$ cat src/rtl/noc_pkg.sv
// Shared NoC arbitration types and constants.
// Holds the arbiter state encoding, credit counter width, the maximum
// requester count, and a wrapping index increment used by the round-robin
// pointer.
package noc_pkg;

    typedef enum logic {ARB_IDLE, ARB_LOCKED} noc_arb_state_t;

    localparam int unsigned NOC_CREDIT_W = 4;
    localparam int unsigned NOC_MAX_REQ  = 8;
    localparam int unsigned NOC_IDX_W    = 3;

    // Next requester index after idx, wrapping at num_req.
    function automatic logic [NOC_IDX_W-1:0] noc_next_idx(
        input logic [NOC_IDX_W-1:0] idx,
        input int unsigned          num_req
    );
        return (idx == NOC_IDX_W'(num_req - 1)) ? '0 : idx + NOC_IDX_W'(1);
    endfunction

endpackage

$ cat src/rtl/noc_output_arbiter_if.sv
// Bundle of the arbiter's requester-side, link-side and credit/status
// signals.
//   master : the environment (packetizers, downstream router, credit return)
//   slave  : the arbiter
// Requester i occupies slice i of every packed per-requester vector.
interface noc_output_arbiter_if
    import noc_pkg::*;
#(
    parameter int unsigned NUM_REQ    = 4,
    parameter int unsigned FLIT_WIDTH = 32,
    parameter int unsigned ADDR_WIDTH = 8
);

    logic [NUM_REQ-1:0]            in_flit_valid;
    logic [NUM_REQ-1:0]            in_flit_ready;
    logic [NUM_REQ*FLIT_WIDTH-1:0] in_flit_data;
    logic [NUM_REQ*ADDR_WIDTH-1:0] in_src_addr;
    logic [NUM_REQ*ADDR_WIDTH-1:0] in_dst_addr;
    logic [NUM_REQ-1:0]            in_head_flit;
    logic [NUM_REQ-1:0]            in_tail_flit;

    logic                          out_flit_valid;
    logic                          out_flit_ready;
    logic [FLIT_WIDTH-1:0]         out_flit_data;
    logic [ADDR_WIDTH-1:0]         out_src_addr;
    logic [ADDR_WIDTH-1:0]         out_dst_addr;
    logic                          out_head_flit;
    logic                          out_tail_flit;

    logic                          credit_valid;
    logic [NOC_CREDIT_W-1:0]       credit_count;
    logic [NOC_CREDIT_W-1:0]       credits_avail;
    logic                          busy;
    logic [NOC_IDX_W-1:0]          grant_idx;
    logic                          credit_overflow;

    modport master (
        output in_flit_valid, in_flit_data, in_src_addr, in_dst_addr,
               in_head_flit, in_tail_flit,
        input  in_flit_ready,
        input  out_flit_valid, out_flit_data, out_src_addr, out_dst_addr,
               out_head_flit, out_tail_flit,
        output out_flit_ready,
        output credit_valid, credit_count,
        input  credits_avail, busy, grant_idx, credit_overflow
    );

    modport slave (
        input  in_flit_valid, in_flit_data, in_src_addr, in_dst_addr,
               in_head_flit, in_tail_flit,
        output in_flit_ready,
        output out_flit_valid, out_flit_data, out_src_addr, out_dst_addr,
               out_head_flit, out_tail_flit,
        input  out_flit_ready,
        input  credit_valid, credit_count,
        output credits_avail, busy, grant_idx, credit_overflow
    );

endinterface

$ cat src/rtl/noc_rr_arbiter.sv
// Combinational round-robin picker.
//   req       : request vector
//   ptr       : highest-priority index this cycle
//   grant     : one-hot winner
//   idx       : binary winner index (0 when nothing requests)
//   any_grant : at least one request present
// The pointer lives in the parent so it only advances on packet completion.
module noc_rr_arbiter
    import noc_pkg::*;
#(
    parameter int unsigned NUM_REQ = 4
) (
    input  logic [NUM_REQ-1:0]   req,
    input  logic [NOC_IDX_W-1:0] ptr,
    output logic [NUM_REQ-1:0]   grant,
    output logic [NOC_IDX_W-1:0] idx,
    output logic                 any_grant
);

    // First pass scans ptr..NUM_REQ-1, second pass wraps to 0..ptr-1.
    always_comb begin
        grant     = '0;
        idx       = '0;
        any_grant = 1'b0;
        for (int i = 0; i < NUM_REQ; i++) begin
            if (!any_grant && req[i] && (NOC_IDX_W'(i) >= ptr)) begin
                grant[i]  = 1'b1;
                idx       = NOC_IDX_W'(i);
                any_grant = 1'b1;
            end
        end
        for (int i = 0; i < NUM_REQ; i++) begin
            if (!any_grant && req[i] && (NOC_IDX_W'(i) < ptr)) begin
                grant[i]  = 1'b1;
                idx       = NOC_IDX_W'(i);
                any_grant = 1'b1;
            end
        end
    end

endmodule

$ cat src/rtl/noc_output_arbiter.sv
// Wormhole output arbiter: shares one NoC link among NUM_REQ requesters with
// packet-level round-robin arbitration and credit-based flow control.
//   clk, rst : clock, synchronous active-high reset
//   bus      : requester flits in, muxed link flit out, credit return in,
//              credits_avail / busy / grant_idx / credit_overflow status out
// The link datapath is a zero-latency combinational mux of the selected
// requester; only state, pointer, grant index and credits are registered.
module noc_output_arbiter
    import noc_pkg::*;
#(
    parameter int unsigned NUM_REQ    = 4,
    parameter int unsigned FLIT_WIDTH = 32,
    parameter int unsigned ADDR_WIDTH = 8,
    parameter int unsigned BUF_DEPTH  = 8
) (
    input  logic                 clk,
    input  logic                 rst,
    noc_output_arbiter_if.slave  bus
);

    localparam int unsigned CSUM_W = NOC_CREDIT_W + 1;

    noc_arb_state_t          state_q, state_d;
    logic [NOC_IDX_W-1:0]    rr_ptr_q, rr_ptr_d;
    logic [NOC_IDX_W-1:0]    grant_idx_q, grant_idx_d;
    logic [NOC_CREDIT_W-1:0] credits_q, credits_d;
    logic                    overflow_q, overflow_d;

    logic [NUM_REQ-1:0]      arb_grant;
    logic [NOC_IDX_W-1:0]    arb_idx;
    logic                    arb_any;

    logic [NOC_IDX_W-1:0]    sel_idx;
    logic                    sel_valid;
    logic                    sel_head;
    logic                    sel_tail;
    logic [FLIT_WIDTH-1:0]   sel_data;
    logic [ADDR_WIDTH-1:0]   sel_src;
    logic [ADDR_WIDTH-1:0]   sel_dst;

    logic                    credit_ok;
    logic                    ready_en;
    logic                    xfer;
    logic [CSUM_W-1:0]       credit_sum;

    // Only head flits compete for a new packet slot.
    noc_rr_arbiter #(
        .NUM_REQ (NUM_REQ)
    ) u_rr_arbiter (
        .req       (bus.in_flit_valid & bus.in_head_flit),
        .ptr       (rr_ptr_q),
        .grant     (arb_grant),
        .idx       (arb_idx),
        .any_grant (arb_any)
    );

    // Selected requester: locked owner, else this cycle's arbitration winner.
    always_comb begin
        sel_idx   = (state_q == ARB_LOCKED) ? grant_idx_q : arb_idx;
        sel_valid = 1'b0;
        sel_head  = 1'b0;
        sel_tail  = 1'b0;
        sel_data  = '0;
        sel_src   = '0;
        sel_dst   = '0;
        for (int i = 0; i < NUM_REQ; i++) begin
            if (NOC_IDX_W'(i) == sel_idx) begin
                sel_valid = bus.in_flit_valid[i];
                sel_head  = bus.in_head_flit[i];
                sel_tail  = bus.in_tail_flit[i];
                sel_data  = bus.in_flit_data[i*FLIT_WIDTH +: FLIT_WIDTH];
                sel_src   = bus.in_src_addr[i*ADDR_WIDTH +: ADDR_WIDTH];
                sel_dst   = bus.in_dst_addr[i*ADDR_WIDTH +: ADDR_WIDTH];
            end
        end
        // In IDLE a non-head valid never counts as a request.
        if (state_q == ARB_IDLE) begin
            sel_valid = arb_any;
        end
    end

    // Link outputs and per-requester ready, gated by credits and reset.
    always_comb begin
        credit_ok          = (credits_q != '0);
        ready_en           = !rst && bus.out_flit_ready && credit_ok;
        bus.out_flit_valid = !rst && sel_valid && credit_ok;
        bus.out_flit_data  = sel_data;
        bus.out_src_addr   = sel_src;
        bus.out_dst_addr   = sel_dst;
        bus.out_head_flit  = sel_head;
        bus.out_tail_flit  = sel_tail;
        bus.in_flit_ready  = '0;
        if (state_q == ARB_IDLE) begin
            bus.in_flit_ready = arb_grant & {NUM_REQ{ready_en}};
        end else begin
            for (int i = 0; i < NUM_REQ; i++) begin
                bus.in_flit_ready[i] = (NOC_IDX_W'(i) == grant_idx_q) && ready_en;
            end
        end
        xfer = bus.out_flit_valid && bus.out_flit_ready;
    end

    // Next-state: packet lock, round-robin pointer, credits.
    always_comb begin
        state_d     = state_q;
        rr_ptr_d    = rr_ptr_q;
        grant_idx_d = grant_idx_q;
        credits_d   = credits_q;
        overflow_d  = overflow_q;

        case (state_q)
            ARB_IDLE: begin
                if (xfer) begin
                    grant_idx_d = arb_idx;
                    if (sel_tail) begin
                        rr_ptr_d = noc_next_idx(arb_idx, NUM_REQ);
                    end else begin
                        state_d = ARB_LOCKED;
                    end
                end
            end
            ARB_LOCKED: begin
                if (xfer && sel_tail) begin
                    state_d  = ARB_IDLE;
                    rr_ptr_d = noc_next_idx(grant_idx_q, NUM_REQ);
                end
            end
            default: state_d = ARB_IDLE;
        endcase

        // Send and return in the same cycle both apply; excess saturates.
        credit_sum = {1'b0, credits_q} - CSUM_W'(xfer)
                   + (bus.credit_valid ? {1'b0, bus.credit_count} : CSUM_W'(0));
        if (credit_sum > CSUM_W'(BUF_DEPTH)) begin
            credits_d  = NOC_CREDIT_W'(BUF_DEPTH);
            overflow_d = 1'b1;
        end else begin
            credits_d  = credit_sum[NOC_CREDIT_W-1:0];
        end
    end

    // State registers.
    always_ff @(posedge clk) begin
        if (rst) begin
            state_q     <= ARB_IDLE;
            rr_ptr_q    <= '0;
            grant_idx_q <= '0;
            credits_q   <= NOC_CREDIT_W'(BUF_DEPTH);
            overflow_q  <= 1'b0;
        end else begin
            state_q     <= state_d;
            rr_ptr_q    <= rr_ptr_d;
            grant_idx_q <= grant_idx_d;
            credits_q   <= credits_d;
            overflow_q  <= overflow_d;
        end
    end

    assign bus.busy            = (state_q == ARB_LOCKED);
    assign bus.grant_idx       = grant_idx_q;
    assign bus.credits_avail   = credits_q;
    assign bus.credit_overflow = overflow_q;

endmodule

$ cat src/flat_wrapper.sv
// flat-port wrapper written by rule: the top's interface ports become plain ports
module noc_output_arbiter_flat import noc_pkg::*;
#(
    parameter int unsigned NUM_REQ    = 4,
    parameter int unsigned FLIT_WIDTH = 32,
    parameter int unsigned ADDR_WIDTH = 8,
    parameter int unsigned BUF_DEPTH  = 8
)
  (clk, rst, bus_in_flit_valid, bus_in_flit_data, bus_in_src_addr, bus_in_dst_addr, bus_in_head_flit, bus_in_tail_flit, bus_in_flit_ready, bus_out_flit_valid, bus_out_flit_data, bus_out_src_addr, bus_out_dst_addr, bus_out_head_flit, bus_out_tail_flit, bus_out_flit_ready, bus_credit_valid, bus_credit_count, bus_credits_avail, bus_busy, bus_grant_idx, bus_credit_overflow);
  noc_output_arbiter_if #(.NUM_REQ(NUM_REQ), .FLIT_WIDTH(FLIT_WIDTH), .ADDR_WIDTH(ADDR_WIDTH)) bus_i ();
  input  logic clk;
  input  logic rst;
  input wire logic [$bits(bus_i.in_flit_valid)-1:0] bus_in_flit_valid;
  input wire logic [$bits(bus_i.in_flit_data)-1:0] bus_in_flit_data;
  input wire logic [$bits(bus_i.in_src_addr)-1:0] bus_in_src_addr;
  input wire logic [$bits(bus_i.in_dst_addr)-1:0] bus_in_dst_addr;
  input wire logic [$bits(bus_i.in_head_flit)-1:0] bus_in_head_flit;
  input wire logic [$bits(bus_i.in_tail_flit)-1:0] bus_in_tail_flit;
  output wire logic [$bits(bus_i.in_flit_ready)-1:0] bus_in_flit_ready;
  output wire logic [$bits(bus_i.out_flit_valid)-1:0] bus_out_flit_valid;
  output wire logic [$bits(bus_i.out_flit_data)-1:0] bus_out_flit_data;
  output wire logic [$bits(bus_i.out_src_addr)-1:0] bus_out_src_addr;
  output wire logic [$bits(bus_i.out_dst_addr)-1:0] bus_out_dst_addr;
  output wire logic [$bits(bus_i.out_head_flit)-1:0] bus_out_head_flit;
  output wire logic [$bits(bus_i.out_tail_flit)-1:0] bus_out_tail_flit;
  input wire logic [$bits(bus_i.out_flit_ready)-1:0] bus_out_flit_ready;
  input wire logic [$bits(bus_i.credit_valid)-1:0] bus_credit_valid;
  input wire logic [$bits(bus_i.credit_count)-1:0] bus_credit_count;
  output wire logic [$bits(bus_i.credits_avail)-1:0] bus_credits_avail;
  output wire logic [$bits(bus_i.busy)-1:0] bus_busy;
  output wire logic [$bits(bus_i.grant_idx)-1:0] bus_grant_idx;
  output wire logic [$bits(bus_i.credit_overflow)-1:0] bus_credit_overflow;
  assign bus_i.in_flit_valid = bus_in_flit_valid;
  assign bus_i.in_flit_data = bus_in_flit_data;
  assign bus_i.in_src_addr = bus_in_src_addr;
  assign bus_i.in_dst_addr = bus_in_dst_addr;
  assign bus_i.in_head_flit = bus_in_head_flit;
  assign bus_i.in_tail_flit = bus_in_tail_flit;
  assign bus_in_flit_ready = bus_i.in_flit_ready;
  assign bus_out_flit_valid = bus_i.out_flit_valid;
  assign bus_out_flit_data = bus_i.out_flit_data;
  assign bus_out_src_addr = bus_i.out_src_addr;
  assign bus_out_dst_addr = bus_i.out_dst_addr;
  assign bus_out_head_flit = bus_i.out_head_flit;
  assign bus_out_tail_flit = bus_i.out_tail_flit;
  assign bus_i.out_flit_ready = bus_out_flit_ready;
  assign bus_i.credit_valid = bus_credit_valid;
  assign bus_i.credit_count = bus_credit_count;
  assign bus_credits_avail = bus_i.credits_avail;
  assign bus_busy = bus_i.busy;
  assign bus_grant_idx = bus_i.grant_idx;
  assign bus_credit_overflow = bus_i.credit_overflow;
  noc_output_arbiter #(.NUM_REQ(NUM_REQ), .FLIT_WIDTH(FLIT_WIDTH), .ADDR_WIDTH(ADDR_WIDTH), .BUF_DEPTH(BUF_DEPTH)) u_core (.clk(clk), .rst(rst), .bus(bus_i));
endmodule
$ cat config.mk
export PLATFORM = sky130hd
export DESIGN_NAME = noc_output_arbiter_flat
export DESIGN_NICKNAME = d
export VERILOG_FILES = /design/src/rtl/noc_pkg.sv /design/src/rtl/noc_output_arbiter_if.sv /design/src/rtl/noc_rr_arbiter.sv /design/src/rtl/noc_output_arbiter.sv /design/src/flat_wrapper.sv
export SDC_FILE = /design/constraint.sdc
export NUM_CORES = 1
export LEC_CHECK = 0
export BUFFER_PORTS_ARGS = -buffer_cell sky130_fd_sc_hd__buf_2
export CAP_MARGIN = 20
export CORE_AREA = 2 2 107 109
export DETAILED_ROUTE_END_ITERATION = 6
export DIE_AREA = 0 0 109 111
export SETUP_SLACK_MARGIN = 0.05
export SLEW_MARGIN = 10
export SYNTH_ARGS = -nofsm -noshare
export SYNTH_HDL_FRONTEND = slang
export SYNTH_SLANG_ARGS = --single-unit
$ cat constraint.sdc
create_clock -name clk -period 4.2 [get_ports clk]
set_clock_uncertainty 0.2 [all_clocks]
set_input_delay 0.63 -clock clk [delete_from_list [all_inputs] [get_ports clk]]
set_output_delay 0.63 -clock clk [all_outputs]
set_load 0.1 [all_outputs]
Word level (Yosys, flattened, before mapping)
Index checks and enable logic that the tools add are counted.
Widths: inputs -> output; s select.
- add/subtract/negate cells: 4
- $lt $le $gt $ge: 9
- equality and inequality tests: 11
- muxes and demuxes: 60
- bitwise gates (word level): 3
- reductions and logical operators: 39
- operators with widths (cell ; count):
    $mux 32 ; 4
    $mux 8 ; 8
    $mux 3 ; 12
    $mux 1 ; 32
    $logic_and 1x1->1 ; 25
    $eq 2x3->1 const A ; 4
    $and 4x4->4 ; 2
    $logic_not 1->1 ; 8
    $mux 4 ; 2
    $add 3x1->3 const B ; 2
    $eq 1x3->1 const A ; 2
    $eq 3x2->1 const B ; 2
    $ge 1x3->1 const A ; 2
    $ge 2x3->1 const A ; 2
    $logic_not 3->1 ; 2
    $lt 1x3->1 const A ; 2
    $lt 2x3->1 const A ; 2
    $pmux 3 s2 ; 1
    $add 5x5->5 ; 1
    $gt 5x4->1 const B ; 1
    $sub 4x1->5 ; 1
    $ne 2x1->1 const B ; 2
    $reduce_bool 4->1 ; 1
    $reduce_and 3->1 ; 1
    other kinds (5) ; 5
- register bits: 12
- bits of input ports: 212
- output and inout bits: 64
- logic and storage cells: 131

Logic depth before layout (Yosys ltp)
Gate-level depths: netlist of the first run.
- word-level depth: 45
- mapped depth: 15
- mapped depth without buffers: 14

Hierarchy
From an unflattened synthesis of the first run, not the netlist that was laid out.
- cells, all modules: 393
- area, all modules: 2661.3 µm²
- modules (own cells, without submodules) (module ; times used ; cells each ; area each (µm²) ; seq. area each (µm²)):
    noc_output_arbiter ; 1 ; 359 ; 2448.6 ; 240.2
    noc_rr_arbiter ; 1 ; 34 ; 212.7 ; 0.0

Worst setup path before layout of the first run
Ideal clock, no wire load.
- path kind: flip-flop to output port
- from: register u_core.state_q, in the netlist u_core.bus.busy
- to: output bus_out_flit_valid
- data arrival time: 5.094 ns
- data required time: 3.370 ns
- path slack: -1.724 ns
- cell stages (with the launch flop): 7
- buffers on the path: 1
- path through: dfxtp_1 clkbuf_1 inv_1 a311oi_1 nor2_1 o21ai_0 nor4b_1
- word-level cells in the longest chain between the ends: 9
- elaborated cells between the ends (all ways): 12
- classes of those cells: 3 x eq/ne; 6 x mux; 3 x reduce/logical
- ends and longest elaborated chain (element ; RTL line ; RTL):
    start: declaration ; noc_output_arbiter.sv:23 ; noc_arb_state_t state_q, state_d;
    start signal: assignment ; noc_output_arbiter.sv:151 ; state_q <= state_d;
    $mux 3 ; noc_output_arbiter.sv:59 ; sel_idx = (state_q == ARB_LOCKED) ? grant_idx_q : arb_idx;
    $logic_not 3->1 ; noc_output_arbiter.sv:67 ; if (NOC_IDX_W'(i) == sel_idx) begin
    $mux 1 (4 in a row) ; noc_output_arbiter.sv:67 ;
    $mux 1 (*) ; noc_output_arbiter.sv:77 ; if (state_q == ARB_IDLE) begin
    $logic_and 1x1->1 (*) (2 in a row) ; noc_output_arbiter.sv:86 ; bus.out_flit_valid = !rst && sel_valid && credit_ok;
    end: declaration ; flat_wrapper.sv:20 ; output wire logic [$bits(bus_i.out_flit_valid)-1:0] bus_out_flit_valid;
Mark *: on every way between the ends. The rest lies on a longest branch, timed or not.

Worst setup path in the final report of the first run
- from: register u_core.rr_ptr_q[1]
- to: register u_core.credits_q[2], in the netlist u_core.bus.credits_avail[2]
- word-level cells in the longest chain between the ends: 45
- elaborated cells between the ends (all ways): 62
- classes of those cells: 2 x add/sub; 9 x order compare; 3 x eq/ne; 21 x mux; 27 x reduce/logical
- ends and longest elaborated chain (element ; RTL line ; RTL):
    start: declaration ; noc_output_arbiter.sv:24 ; logic [NOC_IDX_W-1:0] rr_ptr_q, rr_ptr_d;
    start signal: assignment ; noc_output_arbiter.sv:152 ; rr_ptr_q <= rr_ptr_d;
    $ge 1x3->1 ; noc_rr_arbiter.sv:26 ; if (!any_grant && req[i] && (NOC_IDX_W'(i) >= ptr)) begin
    $logic_and 1x1->1 ; noc_rr_arbiter.sv:26 ;
    $mux 1 ; noc_rr_arbiter.sv:26 ;
    $logic_not 1->1 ; noc_rr_arbiter.sv:26 ;
    $logic_and 1x1->1 (2 in a row) ; noc_rr_arbiter.sv:26 ;
    $mux 1 ; noc_rr_arbiter.sv:26 ;
    $logic_not 1->1 ; noc_rr_arbiter.sv:26 ;
    $logic_and 1x1->1 (2 in a row) ; noc_rr_arbiter.sv:26 ;
    [23 not listed] ; - ;
    $mux 1 (4 in a row) ; noc_output_arbiter.sv:67 ;
    $mux 1 (*) ; noc_output_arbiter.sv:77 ;
    $logic_and 1x1->1 (*) (2 in a row) ; noc_output_arbiter.sv:86 ;
    $logic_and 1x1->1 (*) ; noc_output_arbiter.sv:100 ; xfer = bus.out_flit_valid && bus.out_flit_ready;
    $sub 4x1->5 (*) ; noc_output_arbiter.sv:132 ; credit_sum = {1'b0, credits_q} - CSUM_W'(xfer)
    $add 5x5->5 (*) ; noc_output_arbiter.sv:133 ; + (bus.credit_valid ? {1'b0, bus.credit_count} : CSUM_W'(0));
    $gt 5x4->1 ; noc_output_arbiter.sv:134 ; if (credit_sum > CSUM_W'(BUF_DEPTH)) begin
    $reduce_or 2->1 (no line) ; - ;
    end signal: assignment ; noc_output_arbiter.sv:148 ; credits_q <= NOC_CREDIT_W'(BUF_DEPTH);
    end signal: assignment ; noc_output_arbiter.sv:154 ; credits_q <= credits_d;
    end: declaration ; noc_output_arbiter.sv:26 ; logic [NOC_CREDIT_W-1:0] credits_q, credits_d;
Marks and branches as above.
A chain may end at the register's enable or synchronous reset.

==> key figures, run 1 <==
Route
  • Via/cell ratio: 5.00
  • Wire per inst: between 15 and 20 µm
  • Routed vias: ~4200
  • Detailed Route WL: between 10 and 15 mm
  • # DRC: 0
  • 1st-pass router iterations: 4
  • Initial DRC count: roughly 300
  • Post-route ant nets: 0

Placement
  • Setup WS pre-CTS: 0.162 ns
  • DP Cell Count: slightly above 800
  • Gpl congestion: between 0.9 and 1
  • IO Port Bufs: around 270
  • Post-DP HPWL: roughly 12 mm
  • DP Area: ~5000 µm²

Power and ir drop
  • Total leakage power: 2.41 nW
  • VDD IR max: roughly 0.4 mV
  • Pwr dens: roughly 540 nW/µm²

Clock tree
  • Worst-path clk slew: roughly 0.040 ns
  • Clock sink count: 10
  • CTS H-tree lvls: 1
  • CTS tree: done
  • Worst-Skew Late Latency: ~0.24 ns
  • Setup Fix Bufs, Post-CTS: 0
  • Hold Buf Count CTS: 0
  • Root Buffer: clkbuf_16
  • CTS buffer count: 3
  • Post-CTS sizing: 0
  • CTS max path bufs: 2

Worst setup path
  • Max FO, Critical Path: 9
  • Critical path's slowest cell: o31ai_1
  • Register-to-register path setup slack: around 0.34 ns
  • Critical Path Start: u_core.rr_ptr_q[1]$_SDFFE_PP0P_
  • Worst Path Required: about 4.2 ns
  • Critical path class: flip-flop to flip-flop
  • Worst r2r dst: u_core.bus.credits_avail[2]$_SDFF_PP0_
  • FF-to-FF Start: u_core.rr_ptr_q[1]$_SDFFE_PP0P_
  • Delay-heaviest family, CP: compound AO/OA/AOI/OAI gates
  • Setup crit end: u_core.bus.credits_avail[2]$_SDFF_PP0_
  • Worst path max stage delay: 0.51 ns
  • WP buf/inv: 2
  • Startpoint Class: flip-flop
  • Cell Chain, Critical Path: nand3b_1 -> o31ai_1 -> a311oi_1 -> o21ai_1 -> inv_1 -> ha_1 -> inv_1 -> ha_1 -> fa_1 -> xor2_1 -> or3_1 -> a21oi_1 -> and3_1
  • CP arrival: ~3.8 ns
  • R2R depth: 13
  • Worst setup EP type: flip-flop
  • Stages on worst setup path: 13

Global routing
  • GRT overflow: 0
  • Overall Global Routing Usage: a little over a fifth
  • Antenna violations before repair: 5
  • Largest net degree at the start of global routing: 90
  • First-pass GRT wire length: a little over 20 mm
  • Vias in the first global route: between 3000 and 4000

Yosys
  • Synth area leader: nand2_1
  • Synth unique cells: 52
  • Synth Instances: 430
  • Simple-gate portion of the synthesized area: between 30% and 40%
  • Mapped Area: 2710 µm²
  • Post-synthesis xor/xnor area fraction: less than 1%
  • Post-Syn Nets: between 600 and 700
  • Mux contribution to synthesized area: 1.66%
  • Most common cell in the netlist: nand2_1
  • Top-area cell type share of the netlist area: 15.7%
  • Sequential fraction of the synthesis area: between 7 and 8%
  • Top cells by area, synth: nand2_1 16%, a211oi_1 14%, a31oi_1 12%
  • Post-Syn Area per Cell: 6.29 µm²
  • Async set-reset flop share out of synthesis: 0%
  • Adder-cell share of the synthesized area: under 10%
  • Synth Area in Compound Gates: between 30 and 40%
  • Number of synthesized flops with an enable pin: 0
  • Ys flop type: dfxtp_1
  • Main combinational cell family by area after synthesis: compound AO/OA/AOI/OAI gates
  • Post-synth top cells: 113 x nand2_1, 50 x a211oi_1, 50 x a31oi_1
  • Ys Warns: 0
  • Flops & latches, synth: 10

Timing
  • Post-route setup TNS: 0 ns
  • Final period utilization: between 90% and 100%
  • RSZ-0062 raised after global routing: no
  • Final setup violation count: 0
  • Hold Violations, Final: 0
  • Worst slew pin tran: 0.696 ns
  • Final min period: just under 4 ns
  • Fmax: between 0.2 and 0.3 GHz
  • Final WS setup: 0.344 ns
  • Relative slew slack: between 50% and 60%
  • Max Slew Vio Count: 0

Die
  • Die Area: between 10000 and 15000 µm²
  • Rows: 39
  • Top Ports: between 200 and 300
  • Core area: between 10000 and 15000 µm²
  • Chip height: approximately 110 µm
  • Initial Util: 24.4%
  • Chip width: 109 µm

Final layout
  • Ratio of cells with drive above 1 in the final layout: about half
  • Nets: between 900 and 1000
  • Area Growth Syn to Fin: 87.3%
  • Fillers: 1133
  • Finished Layout Cells: ~830
  • Final core utilization: roughly 46%
  • Final Cell Area: between 5000 and 6000 µm²

Hold path
  • HP Start: u_core.bus.credit_overflow$_SDFFE_PP0N_
  • Worst Hold Class: flip-flop to flip-flop

Run
  • Max-Cap Viols: 0

Run status
  • Status: finished clean
[where the power goes]
group          switching [W]  leakage [nW]  total [W]  internal [W]
registers          0.0000246        0.0818   0.000143      0.000119
logic                0.00168          2.29    0.00239      0.000702
clock network      0.0000473        0.0442   0.000191      0.000143
[metal layers]
| metal | up-vias | wire [µm] | share of wire, % | global-route usage (%) |
|---|---|---|---|---|
| met4 | 4 | 201 | 1.4 | 3.68 |
| met3 | 20 | 1690 | 12 | 8.11 |
| met5 | - | 30 | 0.22 | 0 |
| met1 | 1873 | 5800 | 42 | 27.4 |
| met2 | 203 | 6210 | 45 | 33.9 |
| li1 | 2056 | - | - | - |
[area by class of cell]
cell class / instances / area, µm² / area share (%)
Tap cell: 143 / 179 / 3.53
Timing Repair Buffer: 287 / 1940 / 38.4
Antenna cell: 3 / 7.51 / 0.148
Clock buffer: 4 / 88.8 / 1.75
Multi-Input combinational cell: 364 / 2570 / 50.8
Sequential cell: 10 / 200 / 3.95
Inverter: 20 / 75.1 / 1.48
[cell usage in the layout (no fill, tap or decap), types with 2 or more instances in the layout]
cell type / synthesis / routed
buf_2: 15 / 244
nand2_1: 113 / 113
a211oi_1: 50 / 50
a31oi_2: 0 / 49
and2_1: 48 / 48
buf_12: 0 / 32
inv_1: 20 / 20
ha_1: 13 / 13
a21oi_1: 12 / 12
buf_4: 5 / 11
dfxtp_1: 10 / 10
nor2_1: 10 / 9
and2_0: 8 / 8
or3_1: 6 / 6
nor3_1: 4 / 4
diode_2: 0 / 3
a21o_1: 3 / 3
and3_1: 3 / 3
mux2i_1: 3 / 3
clkbuf_16: 0 / 3
o21ai_0: 2 / 2
nand3b_1: 2 / 2
and3b_1: 2 / 2
o31ai_1: 2 / 2
nor4_1: 2 / 2
nand3_1: 2 / 2
a22oi_1: 2 / 2
xnor2_1: 2 / 2
[cell families after synthesis]
group | after synthesis
buffers and inverters | 56
AO/OA/AOI/OAI | 136
adder cells (fa/ha/maj) | 14
XOR/XNOR | 3
flip-flops | 10
multiplexers | 4
other | 1
AND/OR/NAND/NOR | 206
[worst min path at each step]
| stage | endpoint | slack [ns] | depth (start not counted) |
|---|---|---|---|
| CTS | u_core.bus.credit_overflow$_SDFFE_PP0N_ | 0.26 | 2 |
| floorplan | u_core.rr_ptr_q[1]$_SDFFE_PP0P_ | 0.49 | 4 |
| finish | u_core.bus.credit_overflow$_SDFFE_PP0N_ | 0.25 | 2 |
| global placement | u_core.bus.credit_overflow$_SDFFE_PP0N_ | 0.25 | 2 |
| detailed placement | u_core.bus.credit_overflow$_SDFFE_PP0N_ | 0.26 | 2 |
| global route | u_core.bus.credit_overflow$_SDFFE_PP0N_ | 0.30 | 2 |
[per-stage QoR]
step	total power [W]	hold slack, ns
after floorplan	0.00186	0.494
after global placement	0.00250	0.246
after detailed placement	0.00252	0.260
after CTS	0.00272	0.265
after global routing	0.00283	0.298
final	0.00272	0.253
[worst register-to-register path: cells and delay by family (launching register included)]
kind,cells,cell delay (ns)
flops,1,0.39
buf+inv,2,0.14
compound gates,4,1.20
xor+xnor,1,0.16
simple gates,3,0.79
fa+ha+maj,3,0.92
[sequential cells by signal (all words and copies together), names as in the netlist]
| name | cells |
|---|---|
| u_core.bus.credits_avail | 4 |
| u_core.bus.grant_idx | 2 |
| u_core.rr_ptr_q | 2 |
| u_core.bus.busy | 1 |
| u_core.bus.credit_overflow | 1 |
No activity file was read; power rests on OpenSTA's default activity.
==> inputs of run 2 (changes only) <==
--- a/config.mk
+++ b/config.mk
@@ -6,10 +6,9 @@
 export NUM_CORES = 1
 export LEC_CHECK = 0
 export BUFFER_PORTS_ARGS = -buffer_cell sky130_fd_sc_hd__buf_2
-export CAP_MARGIN = 20
-export CORE_AREA = 2 2 107 109
+export CORE_AREA = 2 2 106 108
 export DETAILED_ROUTE_END_ITERATION = 6
-export DIE_AREA = 0 0 109 111
+export DIE_AREA = 0 0 108 110
 export SETUP_SLACK_MARGIN = 0.05
 export SLEW_MARGIN = 10
 export SYNTH_ARGS = -nofsm -noshare
==> constraint.sdc (replaced) <==
create_clock -name clk -period 4.2 [get_ports clk]
set_clock_uncertainty 0.2 [all_clocks]
set_input_delay 0.63 -clock clk [delete_from_list [all_inputs] [get_ports clk]]
set_output_delay 0.63 -clock clk [all_outputs]
set_load 0.01 [all_outputs]
==> run 2 against run 1 <==
- clock power fell by 46%
- clock-buffer cell count is 1 lower
- sequential share of layout area increased by 0.78 points
- final cell count down 1.2%
- critical path type is now input port to flip-flop
- critical endpoint unchanged
==> key figures, run 2 (synthesis results as in run 1) <==
Hold path
  • HP Start: u_core.bus.credit_overflow$_SDFFE_PP0N_ (unchanged)
  • Hold Path Sink: u_core.bus.credit_overflow$_SDFFE_PP0N_ (unchanged)
  • Worst Hold Class: flip-flop to flip-flop (unchanged)
  • Min-Delay Path Depth: 2 (unchanged)

Final layout
  • Nets: 909 (was 912)
  • Fillers: 1198 (was 1133)
  • Area Growth Syn to Fin: 56.5% (was 87.3%)
  • Largest register FFs: 4 (unchanged)
  • Commonest non-fill, non-tap cell in the layout: buf_2 (unchanged)
  • Most frequent cells in the layout: 274 x buf_2, 113 x nand2_1, 50 x a31oi_1, 50 x a211oi_1, 48 x and2_1 (was 244 x buf_2, 113 x nand2_1, 50 x a211oi_1, 49 x a31oi_2, 48 x and2_1)
  • Ratio of cells with drive above 1 in the final layout: 43.5% (was 51.2%)
  • # diodes: 0 (was 3)
  • Final Cell Area: 4240 µm² (was 5070 µm²)

Die
  • Initial Util: 25.3% (was 24.4%)
  • Die Area: 11900 µm² (was 12100 µm²)
  • Top Ports: 276 (unchanged)
  • Rows: 38 (was 39)
  • Chip height: 110 µm (was 111 µm)
  • Core area: 10700 µm² (was 11100 µm²)
  • Chip width: 108 µm (was 109 µm)

Placement
  • Gpl congestion: 0.936 (was 0.996)
  • Post-DP HPWL: 10.1 mm (was 11.5 mm)
  • DP Area: 4190 µm² (was 4970 µm²)
  • IO Port Bufs: 274 (unchanged)

Worst setup path
  • R2R depth: 13 (unchanged)
  • Worst setup EP type: flip-flop (unchanged)
  • CP arrival: 3.68 ns (was 3.83 ns)
  • Worst r2r dst: u_core.bus.credits_avail[2]$_SDFF_PP0_ (unchanged)
  • Critical path class: input port to flip-flop (was flip-flop to flip-flop)
  • Register-to-register path setup slack: 0.53 ns (was 0.34 ns)
  • FF-to-FF Start: u_core.rr_ptr_q[0]$_SDFFE_PP0P_ (was u_core.rr_ptr_q[1]$_SDFFE_PP0P_)
  • Max FO, Critical Path: 4 (was 9)
  • Worst Path Required: 4.19 ns (was 4.18 ns)
  • Startpoint Class: input port (was flip-flop)

Timing
  • RSZ-0062 raised after global routing: no (unchanged)
  • Final min period: 3.70 ns (was 3.86 ns)
  • Fmax: 0.271 GHz (was 0.259 GHz)
  • Final period utilization: 88.0% (was 91.8%)
  • Worst hold slack: 0.250 ns (was 0.253 ns)
  • Max Slew Vio Count: 0 (unchanged)
  • Relative slew slack: 66.3% (was 52.4%)
  • Post-route setup TNS: 0 ns (unchanged)
  • Hold Violations, Final: 0 (unchanged)
  • Final setup violation count: 0 (unchanged)
  • Worst slew pin tran: 0.493 ns (was 0.696 ns)

Clock tree
  • CTS buffer count: 3 (unchanged)
  • CTS max path bufs: 2 (unchanged)
  • Hold Buf Count CTS: 0 (unchanged)
  • Post-CTS sizing: 0 (unchanged)
  • Root Buffer: clkbuf_8 (was clkbuf_16)
  • CTS tree: done (unchanged)
  • Worst-path clk slew: 0.05 ns (was 0.04 ns)
  • CTS H-tree lvls: 1 (unchanged)
  • Setup Fix Bufs, Post-CTS: 0 (unchanged)
  • Clock sink count: 10 (unchanged)
  • Worst-Skew Late Latency: 0.24 ns (about the same)

Power and ir drop
  • VDD IR max: 0.242 mV (was 0.393 mV)
  • Total power: 0.00124 W (was 0.00272 W)
  • Pwr dens: 292 nW/µm² (was 536 nW/µm²)
  • Total leakage power: 2.19 nW (was 2.41 nW)

Route
  • Initial DRC count: 360 (was 299)
  • Routed vias: 4074 (was 4156)
  • Wire per inst: 15.0 µm (was 16.8 µm)
  • # DRC: 0 (unchanged)
  • Detailed Route WL: 12.3 mm (was 13.9 mm)
  • 1st-pass router iterations: 4 (unchanged)
  • Via/cell ratio: 4.96 (was 5.00)
  • Post-route ant nets: 0 (unchanged)

Global routing
  • First-pass GRT wire length: 17.9 mm (was 20.4 mm)
  • Overall Global Routing Usage: 18.6% (was 21.3%)
  • Vias in the first global route: 3661 (was 3851)
  • GRT overflow: 0 (unchanged)
  • Antenna violations before repair: 1 (was 5)
  • Largest net degree at the start of global routing: 76 (was 90)

Run
  • Max-Cap Viols: 0 (unchanged)

Run status
  • Status: finished clean (unchanged)
[run 2: layout make-up]
cell class,instances,area (µm²),share of cell area [%]
multi-input combinational,364,2260,53.4
timing repair buffer,284,1480,35.0
sequential,10,200,4.73
tap,140,175,4.14
inverter,20,75.1,1.77
clock buffer,3,41.3,0.975
[run 2: through the flow]
| step | setup WS, ns | std cells | util (%) |
|---|---|---|---|
| floorplan | 0.589 | 430 | - |
| global placement | 0.363 | 818 | 39.2 |
| detailed placement | 0.226 | 818 | 39.2 |
| CTS | 0.490 | 821 | 39.6 |
| global route | 0.265 | 821 | 39.6 |
| finish | 0.503 | 821 | 39.6 |
[run 2: report_power, final]
| group | switching [W] | internal [W] |
|---|---|---|
| clock | 0.0000408 | 0.0000630 |
| combinational | 0.000565 | 0.000429 |
| sequential | 0.0000194 | 0.000119 |
| total | 0.000625 | 0.000611 |
[run 2: worst max-delay path by stage]
stage | depth (start not counted) | to | startpoint | slack (ns)
CTS | 14 | u_core.bus.credits_avail[2]$_SDFF_PP0_ | bus_in_flit_valid[1] | 0.49
finish | 14 | u_core.bus.credits_avail[2]$_SDFF_PP0_ | bus_in_flit_valid[1] | 0.50
global route | 14 | u_core.bus.credits_avail[2]$_SDFF_PP0_ | bus_in_flit_valid[2] | 0.27
floorplan | 13 | u_core.bus.credits_avail[0]$_SDFF_PP0_ | bus_in_flit_valid[1] | 0.59
global placement | 14 | u_core.bus.credits_avail[1]$_SDFF_PP0_ | bus_in_flit_valid[2] | 0.36
detailed placement | 14 | u_core.bus.credits_avail[1]$_SDFF_PP0_ | bus_in_flit_valid[1] | 0.23
[run 2: worst max-delay path, cell delays in order]
cell and delay (ns):
buf_2 0.12, nand3b_1 0.16, o31ai_1 0.35, a311oi_1 0.13, o21ai_1 0.28, inv_1 0.12
ha_1 0.29, inv_1 0.04, ha_1 0.21, fa_1 0.40, xor2_1 0.16, or3_1 0.31
a21oi_1 0.27, and3_1 0.20
[run 2: routing by layer]
layer / vias up / track usage [%] / wire, µm
met2: 165 / 33.2 / 6040
met1: 1847 / 23.1 / 4990
met4: 2 / 3.48 / 124
li1: 2047 / - / -
met3: 13 / 4.29 / 1150
met5: - / 0 / 13
==> inputs of run 3 (changes only) <==
--- a/config.mk
+++ b/config.mk
@@ -9,6 +9,8 @@
 export CORE_AREA = 2 2 106 108
 export DETAILED_ROUTE_END_ITERATION = 6
 export DIE_AREA = 0 0 108 110
+export GPL_ROUTABILITY_DRIVEN = 0
+export PLACE_DENSITY = 0.68
 export SETUP_SLACK_MARGIN = 0.05
 export SLEW_MARGIN = 10
 export SYNTH_ARGS = -nofsm -noshare
==> run 3 against run 2 <==
- worst hold slack better by 0.018 ns
- utilization up 0.15 points
- critical path type unchanged
- critical path depth unchanged
- register-to-register slack worse by 0.07 ns
==> key figures, run 3 (synthesis results as in run 1) <==
Timing
  • Fmax: 0.266 GHz (was 0.271 GHz)
  • Worst hold slack: 0.268 ns (was 0.250 ns)
  • Post-route setup TNS: 0 ns (unchanged)
  • Max Slew Vio Count: 0 (unchanged)
  • Hold Violations, Final: 0 (unchanged)
  • Relative slew slack: 55.9% (was 66.3%)
  • Final period utilization: 89.4% (was 88.0%)
  • Final setup violation count: 0 (unchanged)
  • RSZ-0062 raised after global routing: no (unchanged)
  • Final min period: 3.76 ns (was 3.70 ns)
  • Worst slew pin tran: 0.645 ns (was 0.493 ns)

Route
  • Routed vias: 3996 (was 4074)
  • Initial DRC count: 399 (was 360)
  • Post-route ant nets: 0 (unchanged)
  • # DRC: 0 (unchanged)
  • Via/cell ratio: 4.86 (was 4.96)
  • Detailed Route WL: 11.6 mm (was 12.3 mm)
  • Wire per inst: 14.1 µm (was 15.0 µm)
  • 1st-pass router iterations: 6 (was 4)

Clock tree
  • Clock sink count: 10 (unchanged)
  • CTS max path bufs: 2 (unchanged)
  • Hold Buf Count CTS: 0 (unchanged)
  • CTS buffer count: 3 (unchanged)
  • Worst-Skew Late Latency: 0.24 ns (about the same)
  • Worst-path clk slew: 0.05 ns (about the same)
  • CTS H-tree lvls: 1 (unchanged)
  • CTS tree: done (unchanged)
  • Post-CTS sizing: 0 (unchanged)
  • Root Buffer: clkbuf_8 (unchanged)
  • Setup Fix Bufs, Post-CTS: 0 (unchanged)

Run status
  • Status: finished clean (unchanged)

Die
  • Top Ports: 276 (unchanged)
  • Die Area: 11900 µm² (unchanged)
  • Initial Util: 25.3% (unchanged)
  • Chip width: 108 µm (unchanged)
  • Chip height: 110 µm (unchanged)
  • Rows: 38 (unchanged)
  • Core area: 10700 µm² (unchanged)

Power and ir drop
  • Pwr dens: 293 nW/µm² (was 292 nW/µm²)
  • Total leakage power: 2.20 nW (was 2.19 nW)
  • VDD IR max: 0.248 mV (was 0.242 mV)

Placement
  • Post-DP HPWL: 9.39 mm (was 10.1 mm)
  • IO Port Bufs: 274 (unchanged)
  • DP Area: 4190 µm² (unchanged)
  • DP Cell Count: 818 (unchanged)

Global routing
  • Antenna violations before repair: 1 (unchanged)
  • Largest net degree at the start of global routing: 99 (was 76)
  • First-pass GRT wire length: 16.5 mm (was 17.9 mm)
  • Overall Global Routing Usage: 17.4% (was 18.6%)
  • Vias in the first global route: 3260 (was 3661)
  • GRT overflow: 0 (unchanged)

Hold path
  • Hold Path Sink: u_core.bus.credit_overflow$_SDFFE_PP0N_ (unchanged)
  • Min-Delay Path Depth: 2 (unchanged)
  • Worst Hold Class: flip-flop to flip-flop (unchanged)
  • HP Start: u_core.bus.credit_overflow$_SDFFE_PP0N_ (unchanged)

Worst setup path
  • FF-to-FF Start: u_core.rr_ptr_q[1]$_SDFFE_PP0P_ (was u_core.rr_ptr_q[0]$_SDFFE_PP0P_)
  • Worst r2r dst: u_core.bus.credits_avail[0]$_SDFF_PP0_ (was u_core.bus.credits_avail[2]$_SDFF_PP0_)
  • CP arrival: 3.74 ns (was 3.68 ns)
  • Startpoint Class: input port (unchanged)
  • Register-to-register path setup slack: 0.46 ns (was 0.53 ns)
  • Critical path class: input port to flip-flop (unchanged)
  • R2R depth: 13 (unchanged)
  • Max FO, Critical Path: 4 (unchanged)
  • Worst setup EP type: flip-flop (unchanged)
  • Worst Path Required: 4.18 ns (was 4.19 ns)

Final layout
  • Ratio of cells with drive above 1 in the final layout: 43.5% (about the same)
  • Finished Layout Cells: 823 (was 821)
  • Commonest non-fill, non-tap cell in the layout: buf_2 (unchanged)
  • Largest register FFs: 4 (unchanged)
  • Final Cell Area: 4250 µm² (was 4240 µm²)
  • Area Growth Syn to Fin: 57.1% (was 56.5%)
  • Nets: 909 (unchanged)
  • Final core utilization: 39.7% (was 39.6%)
  • Fillers: 1160 (was 1198)
  • Most frequent cells in the layout: 274 x buf_2, 113 x nand2_1, 50 x a31oi_1, 50 x a211oi_1, 48 x and2_1 (unchanged)

Run
  • Max-Cap Viols: 0 (unchanged)
## run 3: changes by cell type in the layout (fill, tap and decap cells not counted)
| cell | change |
|---|---|
| diode_2 | +1 |
| clkbuf_8 | +1 |
## run 3: power by group
group          internal, W  total (W)  switching (W)  leakage [nW]
clock network    0.0000827   0.000124      0.0000410        0.0288
registers         0.000119   0.000146      0.0000273        0.0818
logic             0.000428   0.000976       0.000548          2.09
## run 3: worst max-delay path by stage
stage                         startpoint                                     end  depth (start not counted)
floorplan           bus_in_flit_valid[1]  u_core.bus.credits_avail[0]$_SDFF_PP0_                         13
global placement    bus_in_flit_valid[1]  u_core.bus.credits_avail[1]$_SDFF_PP0_                         14
detailed placement  bus_in_flit_valid[1]  u_core.bus.credits_avail[1]$_SDFF_PP0_                         14
CTS                 bus_in_flit_valid[1]  u_core.bus.credits_avail[0]$_SDFF_PP0_                         14
global route        bus_in_flit_valid[1]  u_core.bus.credits_avail[1]$_SDFF_PP0_                         14
finish              bus_in_flit_valid[1]  u_core.bus.credits_avail[0]$_SDFF_PP0_                         14
## run 3: routing by layer
metal  wire length, µm  global-route usage [%]  up-vias
met5                 0                       0        -
met4               199                    4.85        0
met3              1170                    3.88       15
met2              5340                    28.2      183
met1              4890                    23.1     1755
li1                  -                       -     2043
## run 3: area by class of cell
class | count | area (µm²) | area share [%]
multi-input cells | 364 | 2260 | 53.1
repair buffers | 284 | 1480 | 34.9
flip-flops and latches | 10 | 200 | 4.71
well taps | 140 | 175 | 4.12
inverters | 20 | 75.1 | 1.77
clock buffers | 4 | 55.1 | 1.29
diodes | 1 | 2.50 | 0.0589
## run 3: through the flow
| step | setup WS, ns | total power (W) |
|---|---|---|
| final | 0.444 | 0.00125 |
| after global routing | 0.129 | 0.00137 |
| after CTS | 0.449 | 0.00125 |
| after detailed placement | 0.223 | 0.00112 |
| after global placement | 0.282 | 0.00112 |
| after floorplan | 0.589 | 0.000755 |
## run 3: critical path, stage by stage
cell and delay, ns:
buf_2 0.11, nand3b_1 0.16, o31ai_1 0.47, a311oi_1 0.13, o21ai_1 0.27, inv_1 0.10, ha_1 0.28, inv_1 0.04
ha_1 0.22, fa_1 0.40, xor2_1 0.16, or3_1 0.31, a21oi_1 0.26, and3_1 0.19
